===== src/rtl/serial_subtractor.sv =====
// Bit-serial subtractor: Diff = A - B, LSB first, one bit per clock, Start/Busy/Done handshake.
// Optional signed-overflow flag built only when SERIAL_SUB_SIGNED_OVF_EN is defined.
module serial_subtractor #(
  parameter int WIDTH = 4,
  parameter int CNT_W = $clog2(WIDTH + 1)
) (
  input  logic             Clk,
  input  logic             Rst_n,
  input  logic             Start,
  input  logic [WIDTH-1:0] A,
  input  logic [WIDTH-1:0] B,
  output logic             Busy,
  output logic             Done,
  output logic [WIDTH-1:0] Diff,
  output logic             Borrow,
  output logic             Overflow
);

  typedef enum logic [1:0] {
    S_IDLE  = 2'd0,
    S_SHIFT = 2'd1,
    S_DONE  = 2'd2
  } state_e;

  state_e             state_q, state_d;
  logic [WIDTH-1:0]   a_q, a_d, b_q, b_d, r_q, r_d;
  logic [WIDTH-1:0]   diff_q, diff_d;
  logic [CNT_W-1:0]   cnt_q, cnt_d;
  logic               bor_q, bor_d;
  logic               borrow_q, borrow_d;
  logic               accept_s, last_s, d_bit_s, bor_nxt_s;
  logic [WIDTH-1:0]   r_nxt_s;

  // Full-subtractor cell and handshake qualifiers
  always_comb begin
    d_bit_s   = a_q[0] ^ b_q[0] ^ bor_q;
    bor_nxt_s = (~a_q[0] & b_q[0]) | (~(a_q[0] ^ b_q[0]) & bor_q);
    r_nxt_s   = {d_bit_s, r_q[WIDTH-1:1]};
    accept_s  = Start && ((state_q == S_IDLE) || (state_q == S_DONE));
    last_s    = (state_q == S_SHIFT) && (cnt_q == CNT_W'(WIDTH - 1));
  end

  // State and datapath registers
  always_ff @(posedge Clk or negedge Rst_n) begin
    if (!Rst_n) begin
      state_q  <= S_IDLE;
      a_q      <= '0;
      b_q      <= '0;
      r_q      <= '0;
      cnt_q    <= '0;
      bor_q    <= 1'b0;
      diff_q   <= '0;
      borrow_q <= 1'b0;
    end else begin
      state_q  <= state_d;
      a_q      <= a_d;
      b_q      <= b_d;
      r_q      <= r_d;
      cnt_q    <= cnt_d;
      bor_q    <= bor_d;
      diff_q   <= diff_d;
      borrow_q <= borrow_d;
    end
  end

  // Next-state logic
  always_comb begin
    state_d = state_q;
    case (state_q)
      S_IDLE: begin
        if (Start) state_d = S_SHIFT;
        else       state_d = S_IDLE;
      end
      S_SHIFT: begin
        if (last_s) state_d = S_DONE;
        else        state_d = S_SHIFT;
      end
      S_DONE: begin
        if (Start) state_d = S_SHIFT;
        else       state_d = S_IDLE;
      end
      default: state_d = S_IDLE;
    endcase
  end

  // Datapath next values; results only move on the edge that enters DONE
  always_comb begin
    a_d      = a_q;
    b_d      = b_q;
    r_d      = r_q;
    cnt_d    = cnt_q;
    bor_d    = bor_q;
    diff_d   = diff_q;
    borrow_d = borrow_q;
    if (accept_s) begin
      a_d   = A;
      b_d   = B;
      r_d   = '0;
      cnt_d = '0;
      bor_d = 1'b0;
    end else if (state_q == S_SHIFT) begin
      a_d   = a_q >> 1;
      b_d   = b_q >> 1;
      r_d   = r_nxt_s;
      cnt_d = cnt_q + CNT_W'(1);
      bor_d = bor_nxt_s;
      if (last_s) begin
        diff_d   = r_nxt_s;
        borrow_d = bor_nxt_s;
      end else begin
        diff_d   = diff_q;
        borrow_d = borrow_q;
      end
    end else begin
      a_d = a_q;
    end
  end

  // Handshake outputs decoded from the state register
  always_comb begin
    Busy = 1'b0;
    Done = 1'b0;
    case (state_q)
      S_SHIFT: Busy = 1'b1;
      S_DONE:  Done = 1'b1;
      default: begin
        Busy = 1'b0;
        Done = 1'b0;
      end
    endcase
  end

  assign Diff   = diff_q;
  assign Borrow = borrow_q;

`ifdef SERIAL_SUB_SIGNED_OVF_EN
  logic [1:0] msb_q, msb_d;
  logic       ovf_q, ovf_d;

  // Operand sign capture and overflow flag registers
  always_ff @(posedge Clk or negedge Rst_n) begin
    if (!Rst_n) begin
      msb_q <= 2'b00;
      ovf_q <= 1'b0;
    end else begin
      msb_q <= msb_d;
      ovf_q <= ovf_d;
    end
  end

  // Signed overflow: operand signs differ and result sign differs from minuend
  always_comb begin
    msb_d = msb_q;
    ovf_d = ovf_q;
    if (accept_s) begin
      msb_d = {A[WIDTH-1], B[WIDTH-1]};
    end else if (last_s) begin
      ovf_d = (msb_q[1] != msb_q[0]) && (r_nxt_s[WIDTH-1] != msb_q[1]);
    end else begin
      ovf_d = ovf_q;
    end
  end

  assign Overflow = ovf_q;
`else
  assign Overflow = 1'b0;
`endif

endmodule

===== config.mk =====
export PLATFORM = sky130hd
export DESIGN_NAME = serial_subtractor
export DESIGN_NICKNAME = d
export VERILOG_FILES = /design/src/rtl/serial_subtractor.sv
export SDC_FILE = /design/constraint.sdc
export NUM_CORES = 1
export LEC_CHECK = 0
export CORE_ASPECT_RATIO = 1.2
export CORE_MARGIN = 1
export CORE_UTILIZATION = 35
export DETAILED_ROUTE_END_ITERATION = 8
export GPL_TIMING_DRIVEN = 0
export PLACE_DENSITY_LB_ADDON = 0.2
export SLEW_MARGIN = 20
export SYNTH_ARGS = -nofsm -noshare
export SYNTH_HDL_FRONTEND = slang
export SYNTH_SLANG_ARGS = --single-unit

===== constraint.sdc =====
create_clock -name Clk -period 1.9 [get_ports Clk]
set_input_delay 0.38 -clock Clk [delete_from_list [all_inputs] [get_ports Clk]]
set_output_delay 0.38 -clock Clk [all_outputs]
set_load 0.005 [all_outputs]

==> key figures, run 1 <==
Finish
  • Ant diodes: 0
  • P&R area growth vs syn: 23.84%
  • Fillers: 308
  • Design Area, Final: 1430 µm²
  • Final Core Density: 0.4598
  • # nets final: approximately 130
  • Share of layout cells above drive strength 1: 0.1892

Job
  • Max-cap violation count: 0

Yosys
  • Mapped Cells: 88
  • Mux share of post-synthesis cell area: 0.2795
  • Library cells used by synthesis: 23
  • XOR/XNOR share of the synthesized area: 0.007584
  • Synth area leaders: dfrtp_1, mux2i_1, mux2_1
  • Ys flop type: dfrtp_1
  • Compound-Gate Fraction of Synth Area: 0.06392
  • Synthesized area: 1155 µm²
  • Post-Syn Area per Cell: approximately 13 µm²
  • Largest family of logic cells by synthesized area: multiplexers
  • Count of state elements after synthesis: 22
  • Post-synth top area share: 0.4767
  • Async SR Flop Fraction: 1.000
  • Synth Area in Adders: 0.03900
  • Largest area contributor in the netlist: dfrtp_1
  • Most common cell in the netlist: dfrtp_1
  • Simple-Gate Fraction of Synth Area: 0.06717
  • Yosys Warn Count: 0
  • Mapped Nets: a little over 100
  • Post-synthesis sequential area ratio: 0.4767
  • Synth top cells by count: dfrtp_1, mux2i_1, a22o_1, inv_1
  • Count of flip-flops with a built-in enable after synthesis: 0

Clocking
  • Worst-Skew Late Latency: 0.31 ns
  • Reg clk slew, reported paths: 0.13 ns
  • H-tree depth: 1
  • Sink Count: 22
  • TritonCTS buffer count: 3
  • CTS Buffer Depth: 2
  • CTS tree: done
  • Root Driver: clkbuf_4

GRT
  • Largest net degree at the start of global routing: 23
  • First-pass GRT wire length: 3236 µm
  • GR Overflow Total: 0
  • Vias in the first global route: between 700 and 800
  • Initial antenna violation count: 0
  • Total Routing Usage GR: 0.1297

Timing
  • Crit path time final: 1.741 ns
  • Fmax achieved: roughly 570 MHz
  • WHS: 0.007327 ns
  • RSZ-0062 raised after global routing: no
  • Max-slew violations: 0
  • Final hold viol count: 0
  • Fin Setup TNS: 0 ns
  • Layout Skew: 0.008102 ns
  • Fin crit share: 0.9164
  • Setup Viol. Count Final: 0

Placement
  • IO Port Bufs: 16
  • Final GP Congestion: 0.6859
  • Hpwl dp: 1356 µm
  • Placed Area: 1360 µm²

Critical path
  • Kind of critical path: reg -> out
  • WP data required: 1.52 ns
  • CP Launch Point: state_q[1]$_DFF_PN0_
  • Crit path max fanout: 10
  • Crit. End Element: primary output
  • CP endpoint: Done
  • Worst path arrival time: around 1.4 ns
  • Critical R2R Capture: r_q[3]$_DFFE_PN0P_
  • Worst r2r src: a_q[0]$_DFFE_PN0P_
  • Worst setup SP type: register
  • Reg2reg setup slack: 0.43 ns
  • Reg2Reg Depth: 3

Pwr
  • Leakage Power: 0.6918 nW
  • PD cells: around 1500 nW/µm²
  • Worst vdd ir: 0.0005752 V
  • Overall Power: 0.002158 W

Floorplan
  • Die area: 3534 µm²
  • Core area: 3110 µm²
  • DIE WIDTH: 54.44 µm
  • Die height: 64.93 µm
  • I/O pins: 19
  • Row Count: 22
  • Initial Utilization: 0.3713

Drt
  • Wire per inst: 13.22 µm
  • Final wirelength: 1944 µm
  • TritonRoute pass-1 iters: 3
  • Routed vias: 752
  • Post-route ant nets: 0
  • Iter 0 DRT Violations: 3
  • Remaining DRCs: 0
  • Number of vias per cell: a little over 5

Min path
  • Hold crit path type: in -> async

Outcome
  • Status: finished clean
-- worst min-delay path by stage --
| stage | end | slack, ns | depth (start not counted) |
|---|---|---|---|
| 2_1_floorplan | Borrow$_DFFE_PN0P_ | 0.08 | 0 |
| 3_3_place_gp | Diff[0]$_DFFE_PN0P_ | 0.48 | 1 |
| 5_1_grt | b_q[2]$_DFFE_PN0P_ | 0.03 | 1 |
| 4_1_cts | Diff[0]$_DFFE_PN0P_ | 0.51 | 1 |
| 6_report | b_q[2]$_DFFE_PN0P_ | 0.007 | 1 |
| 3_5_place_dp | Diff[0]$_DFFE_PN0P_ | 0.48 | 1 |
-- repair_timing --
item                                    4_1_cts  5_1_grt
buffers inserted                              3        0
hold buffers                                  0        0
endpoints found under the setup margin        2        0
gates resized for setup                       3        0
-- per-stage QoR --
step	setup WS, ns	instances
finish	0.1589	147
global route	0.1047	147
CTS	0.1492	147
detailed placement	0.2002	140
global placement	0.1947	140
floorplan	0.4797	88
-- layer usage --
metal  routed length (µm)  part of all wire  track usage
met5                    0                 0            0
met4                   45             0.023      0.06731
met3                   59             0.030      0.02113
met2                  926              0.48       0.2165
met1                  912              0.47       0.1529
-- worst max-delay path, stage by stage (launching register included) --
cell and delay (ns):
dfrtp_1 0.42, buf_6 0.13, buf_12 0.13, nor2b_1 0.12, dlygate4sd2_1 0.25
-- sequential cells by signal, indices dropped and copies added (netlist names) --
register and cells:
cnt_q 3, b_q 4, Diff 4, bor_q 1, state_q 2, r_q 3, a_q 4, Borrow 1
-- where the power goes --
part,switching [W],total [W],leakage (nW),internal [W]
clock network,0.000151,0.000364,0.0279,0.000213
registers,0.000135,0.000801,0.280,0.000666
logic,0.000377,0.000993,0.384,0.000616
-- cells in the final DEF (no fill, tap or decap), drive strengths merged --
master and count:
dfrtp 22, mux2i 21, clkdlybuf4s50 13, buf 10
mux2 9, inv 5, a22o 5, nand2b 4
clkbuf 3, nor2b 2, nand3 2, o21ai 2
a32o 2, ha 2, dlygate4sd2 2, nor2 2
nand3b 1, xnor2 1, fa 1, conb 1
bufinv 1
-- layout make-up --
class | count | area, µm² | share of cell area
plain buffers | 6 | 56.30 | 0.03937
clock buffers | 3 | 22.52 | 0.01575
clock inverters | 1 | 30.03 | 0.02100
inverters | 5 | 18.77 | 0.01312
multi-input cells | 55 | 531.8 | 0.3718
flip-flops and latches | 22 | 550.5 | 0.3850
well taps | 36 | 45.04 | 0.03150
repair buffers | 19 | 175.2 | 0.1225
-- kinds of logic (layout without fill, tap and decap cells) --
kind of cell / after synthesis / in the layout
flops: 22 / 22
simple gates: 11 / 11
mux: 30 / 30
compound gates: 9 / 9
fa+ha+maj: 3 / 3
other cells: 1 / 1
buf+inv: 11 / 34
xor+xnor: 1 / 1
(Power assumes the default switching activity.)
==> run 2: changes to the inputs <==
--- a/config.mk
+++ b/config.mk
@@ -16,2 +16,3 @@
 export SYNTH_HDL_FRONTEND = slang
 export SYNTH_SLANG_ARGS = --single-unit
+export TNS_END_PERCENT = 1
==> constraint.sdc (replaced) <==
create_clock -name Clk -period 1.9 [get_ports Clk]
set_input_delay 0.285 -clock Clk [delete_from_list [all_inputs] [get_ports Clk]]
set_output_delay 0.285 -clock Clk [all_outputs]
set_load 0.005 [all_outputs]
==> run 2 against run 1 <==
- cell area increased by 1.1%
- non-clock buffer count unchanged
- sequential cell count did not move
- setup slack improved by 0.21 ns
- via count decreased by 2.0%
- power rose by 0.25%
- maximum frequency grew 14%
- clock power barely moved
- first-iteration DRC count is the same
- sequential power grew 2%
- worst hold slack better by 0.44 ns
- utilization grew 0.48 points
==> key figures, run 2 (synthesized netlist as in run 1, its figures left out) <==
Clocking
  • TritonCTS buffer count: 3 (unchanged)
  • CTS tree: done (unchanged)
  • Root Driver: clkbuf_4 (unchanged)
  • CTS Buffer Depth: 2 (unchanged)
  • H-tree depth: 1 (unchanged)
  • Reg clk slew, reported paths: 0.14 ns (was 0.13 ns)
  • Sink Count: 22 (unchanged)
  • Worst-Skew Late Latency: 0.32 ns (was 0.31 ns)

Critical path
  • Crit. End Element: primary output (unchanged)
  • Number of buffers and inverters on the critical path: 3 (unchanged)
  • Crit path max fanout: 10 (unchanged)
  • Kind of critical path: reg -> out (unchanged)
  • WP data required: 1.62 ns (was 1.52 ns)
  • Worst setup SP type: register (unchanged)
  • Critical Path, Cell by Cell: buf_6 > buf_12 > nor2b_1 > dlymetal6s2s_1 (was buf_6 > buf_12 > nor2b_1 > dlygate4sd2_1)
  • Critical path's top delay family: flip-flops (was buffers and inverters)
  • CP max-delay cell: dfrtp_1 (unchanged)
  • Crit path largest cell delay: 0.41 ns (was 0.42 ns)
  • Worst path arrival time: 1.25 ns (was 1.36 ns)

Drt
  • Routed vias: 737 (was 752)
  • Iter 0 DRT Violations: 3 (unchanged)
  • Remaining DRCs: 0 (unchanged)
  • Number of vias per cell: 5.014 (was 5.116)
  • Wire per inst: 13.33 µm (was 13.22 µm)
  • Post-route ant nets: 0 (unchanged)
  • TritonRoute pass-1 iters: 3 (unchanged)
  • Final wirelength: 1960 µm (was 1944 µm)

Timing
  • Fmax achieved: 652.6 MHz (was 574.4 MHz)
  • RSZ-0062 raised after global routing: no (unchanged)
  • Fin Setup TNS: 0 ns (unchanged)
  • Setup Viol. Count Final: 0 (unchanged)
  • Layout Skew: 0.009551 ns (was 0.008102 ns)
  • Worst Tran Pin Value: 0.5045 ns
  • Final hold viol count: 0 (unchanged)
  • Crit path time final: 1.532 ns (was 1.741 ns)
  • WHS: 0.4456 ns (was 0.007327 ns)
  • Fin crit share: 0.8065 (was 0.9164)
  • Max_slew headroom: 0.6637
  • Max-slew violations: 0 (unchanged)

Pwr
  • PD cells: 1497 nW/µm² (was 1509 nW/µm²)
  • Worst vdd ir: 0.0005740 V (was 0.0005752 V)
  • Leakage Power: 0.7116 nW (was 0.6918 nW)
  • Overall Power: 0.002163 W (was 0.002158 W)

Finish
  • Cell Count, Final, Fillers Out: 147 (unchanged)
  • Ant diodes: 0 (unchanged)
  • # nets final: 126 (unchanged)
  • P&R area growth vs syn: 25.14% (was 23.84%)
  • Fillers: 306 (was 308)
  • Share of layout cells above drive strength 1: 0.1892 (unchanged)
  • Commonest non-fill, non-tap cells in the layout: dfrtp_1, mux2i_1, clkdlybuf4s50_1 (unchanged)

Floorplan
  • Initial Utilization: 0.3713 (unchanged)
  • DIE WIDTH: 54.44 µm (unchanged)
  • I/O pins: 19 (unchanged)
  • Row Count: 22 (unchanged)
  • Die area: 3534 µm² (unchanged)
  • Core area: 3110 µm² (unchanged)
  • Die height: 64.93 µm (unchanged)

Min path
  • Hold crit path type: in -> async (unchanged)

Outcome
  • Status: finished clean (unchanged)

GRT
  • Vias in the first global route: 734 (was 735)
  • GR Overflow Total: 0 (unchanged)
  • Largest net degree at the start of global routing: 23 (unchanged)
  • Initial antenna violation count: 0 (unchanged)
  • Total Routing Usage GR: 0.1297 (unchanged)
  • First-pass GRT wire length: 3236 µm (unchanged)

Placement
  • IO Port Bufs: 16 (unchanged)
  • Hpwl dp: 1356 µm (unchanged)
  • Inst Count DP: 140 (unchanged)
  • Final GP Congestion: 0.6859 (unchanged)

Job
  • Max-cap violation count: 0 (unchanged)
==> run 2: report_power, final <==
part / switching, W / leakage (nW) / internal, W / total, W
clock: 0.000153 / 0.0279 / 0.000213 / 0.000366
sequential: 0.000146 / 0.279 / 0.000667 / 0.000814
combinational: 0.000366 / 0.405 / 0.000618 / 0.000984
==> run 2: worst paths after layout <==
check	from	end	slack (ns)	depth (start not counted)
max reg2reg	a_q[0]$_DFFE_PN0P_	r_q[3]$_DFFE_PN0P_	0.44	3
max in group asynchronous	Rst_n	state_q[0]$_DFF_PN0_	1.09	2
min reg2reg	Diff[0]$_DFFE_PN0P_	Diff[0]$_DFFE_PN0P_	0.50	1
min in group Clk	Start	b_q[1]$_DFFE_PN0P_	0.45	3
max	state_q[1]$_DFF_PN0_	Done	0.37	4
min	Rst_n	b_q[2]$_DFFE_PN0P_	0.45	2
==> run 2: metrics by stage <==
step | cell area, µm² | utilization | worst slack (ns)
floorplan | 1155 | - | 0.4797
global placement | 1360 | 0.4372 | 0.2897
detailed placement | 1360 | 0.4372 | 0.2952
CTS | 1434 | 0.4610 | 0.009395
global route | 1445 | 0.4646 | 0.3155
finish | 1445 | 0.4646 | 0.3677
==> run 2: final cells by class <==
cell class	count	area (µm²)	area share
Buffer	6	60.06	0.04156
Clock inverter	1	30.03	0.02078
Timing Repair Buffer	19	185.2	0.1281
Multi-Input combinational cell	55	531.8	0.3680
Inverter	5	18.77	0.01299
Sequential cell	22	551.8	0.3818
Tap cell	36	45.04	0.03117
Clock buffer	3	22.52	0.01558
==> run 2: timing repair <==
item                                   CTS  global route
gates resized for setup                  2             3
endpoints found under the hold margin    0            22
setup buffers                            2             0
setup endpoints to repair                2             2
hold buffers                             0             1
pin swaps                                0             0
==> run 2: metal layers <==
metal  wire (µm)  GRT usage  up-vias
met5           0          0        -
li1            -          -      355
met4          45    0.06731        0
met2         934     0.2165       15
met3          53    0.02113        4
met1         926     0.1529      363
==> run 3: changes to the inputs <==
- clock period: 1.9 -> 1.5 ns (I/O delays scaled with it)
==> run 3 against run 2 <==
- count of clock-buffer cells in the layout is the same
- register-to-register slack worse by 0.39 ns
- setup slack worse by 0.32 ns
- largest power group unchanged
- highest routed layer unchanged
==> key figures, run 3 (synthesized netlist as in run 1, its figures left out) <==
Outcome
  • Status: finished clean (unchanged)

Pwr
  • Worst vdd ir: 0.0007381 V (was 0.0005740 V)
  • Leakage Power: 0.6945 nW (was 0.7116 nW)
  • PD cells: 1911 nW/µm² (was 1497 nW/µm²)

Critical path
  • Number of buffers and inverters on the critical path: 1 (was 3)
  • Reg2Reg Depth: 4 (was 3)
  • Reg2reg setup slack: 0.05 ns (was 0.44 ns)
  • Worst path arrival time: 1.68 ns (was 1.25 ns)
  • Critical path's top delay family: adder cells (was flip-flops)
  • Crit. End Element: register (was primary output)
  • Crit path largest cell delay: 0.48 ns (was 0.41 ns)
  • WP data required: 1.72 ns (was 1.62 ns)
  • Worst r2r src: bor_q$_DFFE_PN0P_ (was a_q[0]$_DFFE_PN0P_)
  • CP Launch Point: bor_q$_DFFE_PN0P_ (was state_q[1]$_DFF_PN0_)
  • Critical Path, Cell by Cell: inv_2 > fa_1 > mux2_4 > a22o_1 (was buf_6 > buf_12 > nor2b_1 > dlymetal6s2s_1)
  • Crit path max fanout: 2 (was 10)
  • Critical R2R Capture: r_q[3]$_DFFE_PN0P_ (unchanged)
  • CP max-delay cell: fa_1 (was dfrtp_1)
  • Kind of critical path: reg -> reg (was reg -> out)
  • Worst setup SP type: register (unchanged)

Min path
  • Hold path start: Start
  • Hold depth: 3
  • Hold crit path type: in -> reg (was in -> async)
  • Hold path endpoint: b_q[1]$_DFFE_PN0P_

Clocking
  • CTS Buffer Depth: 2 (unchanged)
  • Root Driver: clkbuf_4 (unchanged)
  • Sink Count: 22 (unchanged)
  • Worst-Skew Late Latency: 0.31 ns (was 0.32 ns)
  • Reg clk slew, reported paths: 0.13 ns (was 0.14 ns)
  • TritonCTS buffer count: 3 (unchanged)
  • CTS tree: done (unchanged)
  • H-tree depth: 1 (unchanged)

Drt
  • Remaining DRCs: 0 (unchanged)
  • Iter 0 DRT Violations: 9 (was 3)
  • Final wirelength: 1948 µm (was 1960 µm)
  • Number of vias per cell: 5.047 (was 5.014)
  • TritonRoute pass-1 iters: 4 (was 3)
  • Post-route ant nets: 0 (unchanged)
  • Wire per inst: 13.07 µm (was 13.33 µm)
  • Routed vias: 752 (was 737)

Floorplan
  • Core area: 3110 µm² (unchanged)
  • I/O pins: 19 (unchanged)
  • DIE WIDTH: 54.44 µm (unchanged)
  • Die height: 64.93 µm (unchanged)
  • Die area: 3534 µm² (unchanged)
  • Row Count: 22 (unchanged)
  • Initial Utilization: 0.3713 (unchanged)

GRT
  • Initial antenna violation count: 0 (unchanged)
  • First-pass GRT wire length: 3222 µm (was 3236 µm)
  • Vias in the first global route: 729 (was 734)
  • Total Routing Usage GR: 0.1292 (was 0.1297)
  • GR Overflow Total: 0 (unchanged)
  • Largest net degree at the start of global routing: 23 (unchanged)

Finish
  • P&R area growth vs syn: 24.16% (was 25.14%)
  • Share of layout cells above drive strength 1: 0.2301 (was 0.1892)
  • # nets final: 128 (was 126)
  • Ant diodes: 0 (unchanged)
  • Area of the multi-input gates: 534.3 µm² (was 531.8 µm²)
  • Commonest non-fill, non-tap cells in the layout: dfrtp_1, mux2i_1, clkdlybuf4s50_1 (unchanged)
  • Most common cell after layout, fill and taps aside: dfrtp_1
  • Fillers: 306 (unchanged)
  • Final Core Density: 0.4610 (was 0.4646)
  • FF+latch area: 550.5 µm² (was 551.8 µm²)

Placement
  • Pre-CTS setup slack: -0.04478 ns (was 0.2952 ns)
  • Final GP Congestion: 0.6859 (unchanged)
  • Hpwl dp: 1356 µm (unchanged)
  • IO Port Bufs: 16 (unchanged)

Timing
  • Fin Setup TNS: 0 ns (unchanged)
  • WHS: 0.3830 ns (was 0.4456 ns)
  • Layout Skew: 0.01089 ns (was 0.009551 ns)
  • Fmax achieved: 687.4 MHz
  • Worst setup slack after layout: 0.04518 ns (was 0.3677 ns)
  • Crit path time final: between 1 and 1.5 ns
  • Fin crit share: 0.9699
  • RSZ-0062 raised after global routing: yes (was no)
  • Final hold viol count: 0 (unchanged)
  • Max-slew violations: 0 (unchanged)
  • Setup Viol. Count Final: 0 (unchanged)

Job
  • Max-cap violation count: 0 (unchanged)
[run 3: cell types whose count changed in the layout (fill, tap and decap cells not counted), sizes merged]
cell | previous run | this run
dlymetal6s2s | 2 | 0
clkbuf | 3 | 4
buf | 9 | 12
[run 3: timing repair]
item | CTS | global route
endpoints found under the setup margin | 2 | 7
pin swaps | 0 | 2
resized for setup | 6 | 5
endpoints found under the hold margin | 0 | 22
hold buffers | 0 | 1
setup buffers | 3 | 2
[run 3: worst register-to-register path, delay by kind of cell (launching register included)]
family	cells	cell delay [ns]
buf+inv	1	0.05
fa+ha+maj	1	0.48
compound gates	1	0.17
mux	1	0.27
flops	1	0.39
[run 3: area by class of cell]
type	count	area share
repair buffers	22	0.1344
clock buffers	3	0.01571
plain buffers	5	0.02792
clock inverters	1	0.02094
inverters	5	0.01309
well taps	36	0.03141
flip-flops and latches	22	0.3839
multi-input cells	55	0.3726
[run 3: per-stage QoR]
| stage | instance area, µm² | power, W | std cells |
|---|---|---|---|
| 3_3_place_gp | 1360 | 0.002242 | 140 |
| 4_1_cts | 1419 | 0.002746 | 146 |
| 5_1_grt | 1434 | 0.002970 | 149 |
| 2_1_floorplan | 1155 | 0.001910 | 88 |
| 6_report | 1434 | 0.002740 | 149 |
| 3_5_place_dp | 1360 | 0.002280 | 140 |
[run 3: power by group]
| part | internal, W | switching (W) | leakage (nW) |
|---|---|---|---|
| Combinational | 0.000782 | 0.000485 | 0.387 |
| Clock | 0.000270 | 0.000189 | 0.0279 |
| Sequential | 0.000843 | 0.000170 | 0.280 |
| Total | 0.00190 | 0.000845 | 0.694 |
[run 3: routing by layer]
layer  track usage  up-vias  part of all wire
met5             0        -                 0
met1        0.1559      375              0.48
met4       0.06731        0             0.023
li1              -      358                 -
met2        0.2119       15              0.47
met3       0.02113        4             0.030
[run 3: worst max-delay path by stage]
stage	cells after the start	slack, ns	end
floorplan	3	0.08	r_q[3]$_DFFE_PN0P_
global placement	4	-0.05	Done
detailed placement	3	-0.04	Busy
CTS	3	0.02	r_q[3]$_DFFE_PN0P_
global route	4	-0.02	r_q[3]$_DFFE_PN0P_
finish	4	0.05	r_q[3]$_DFFE_PN0P_
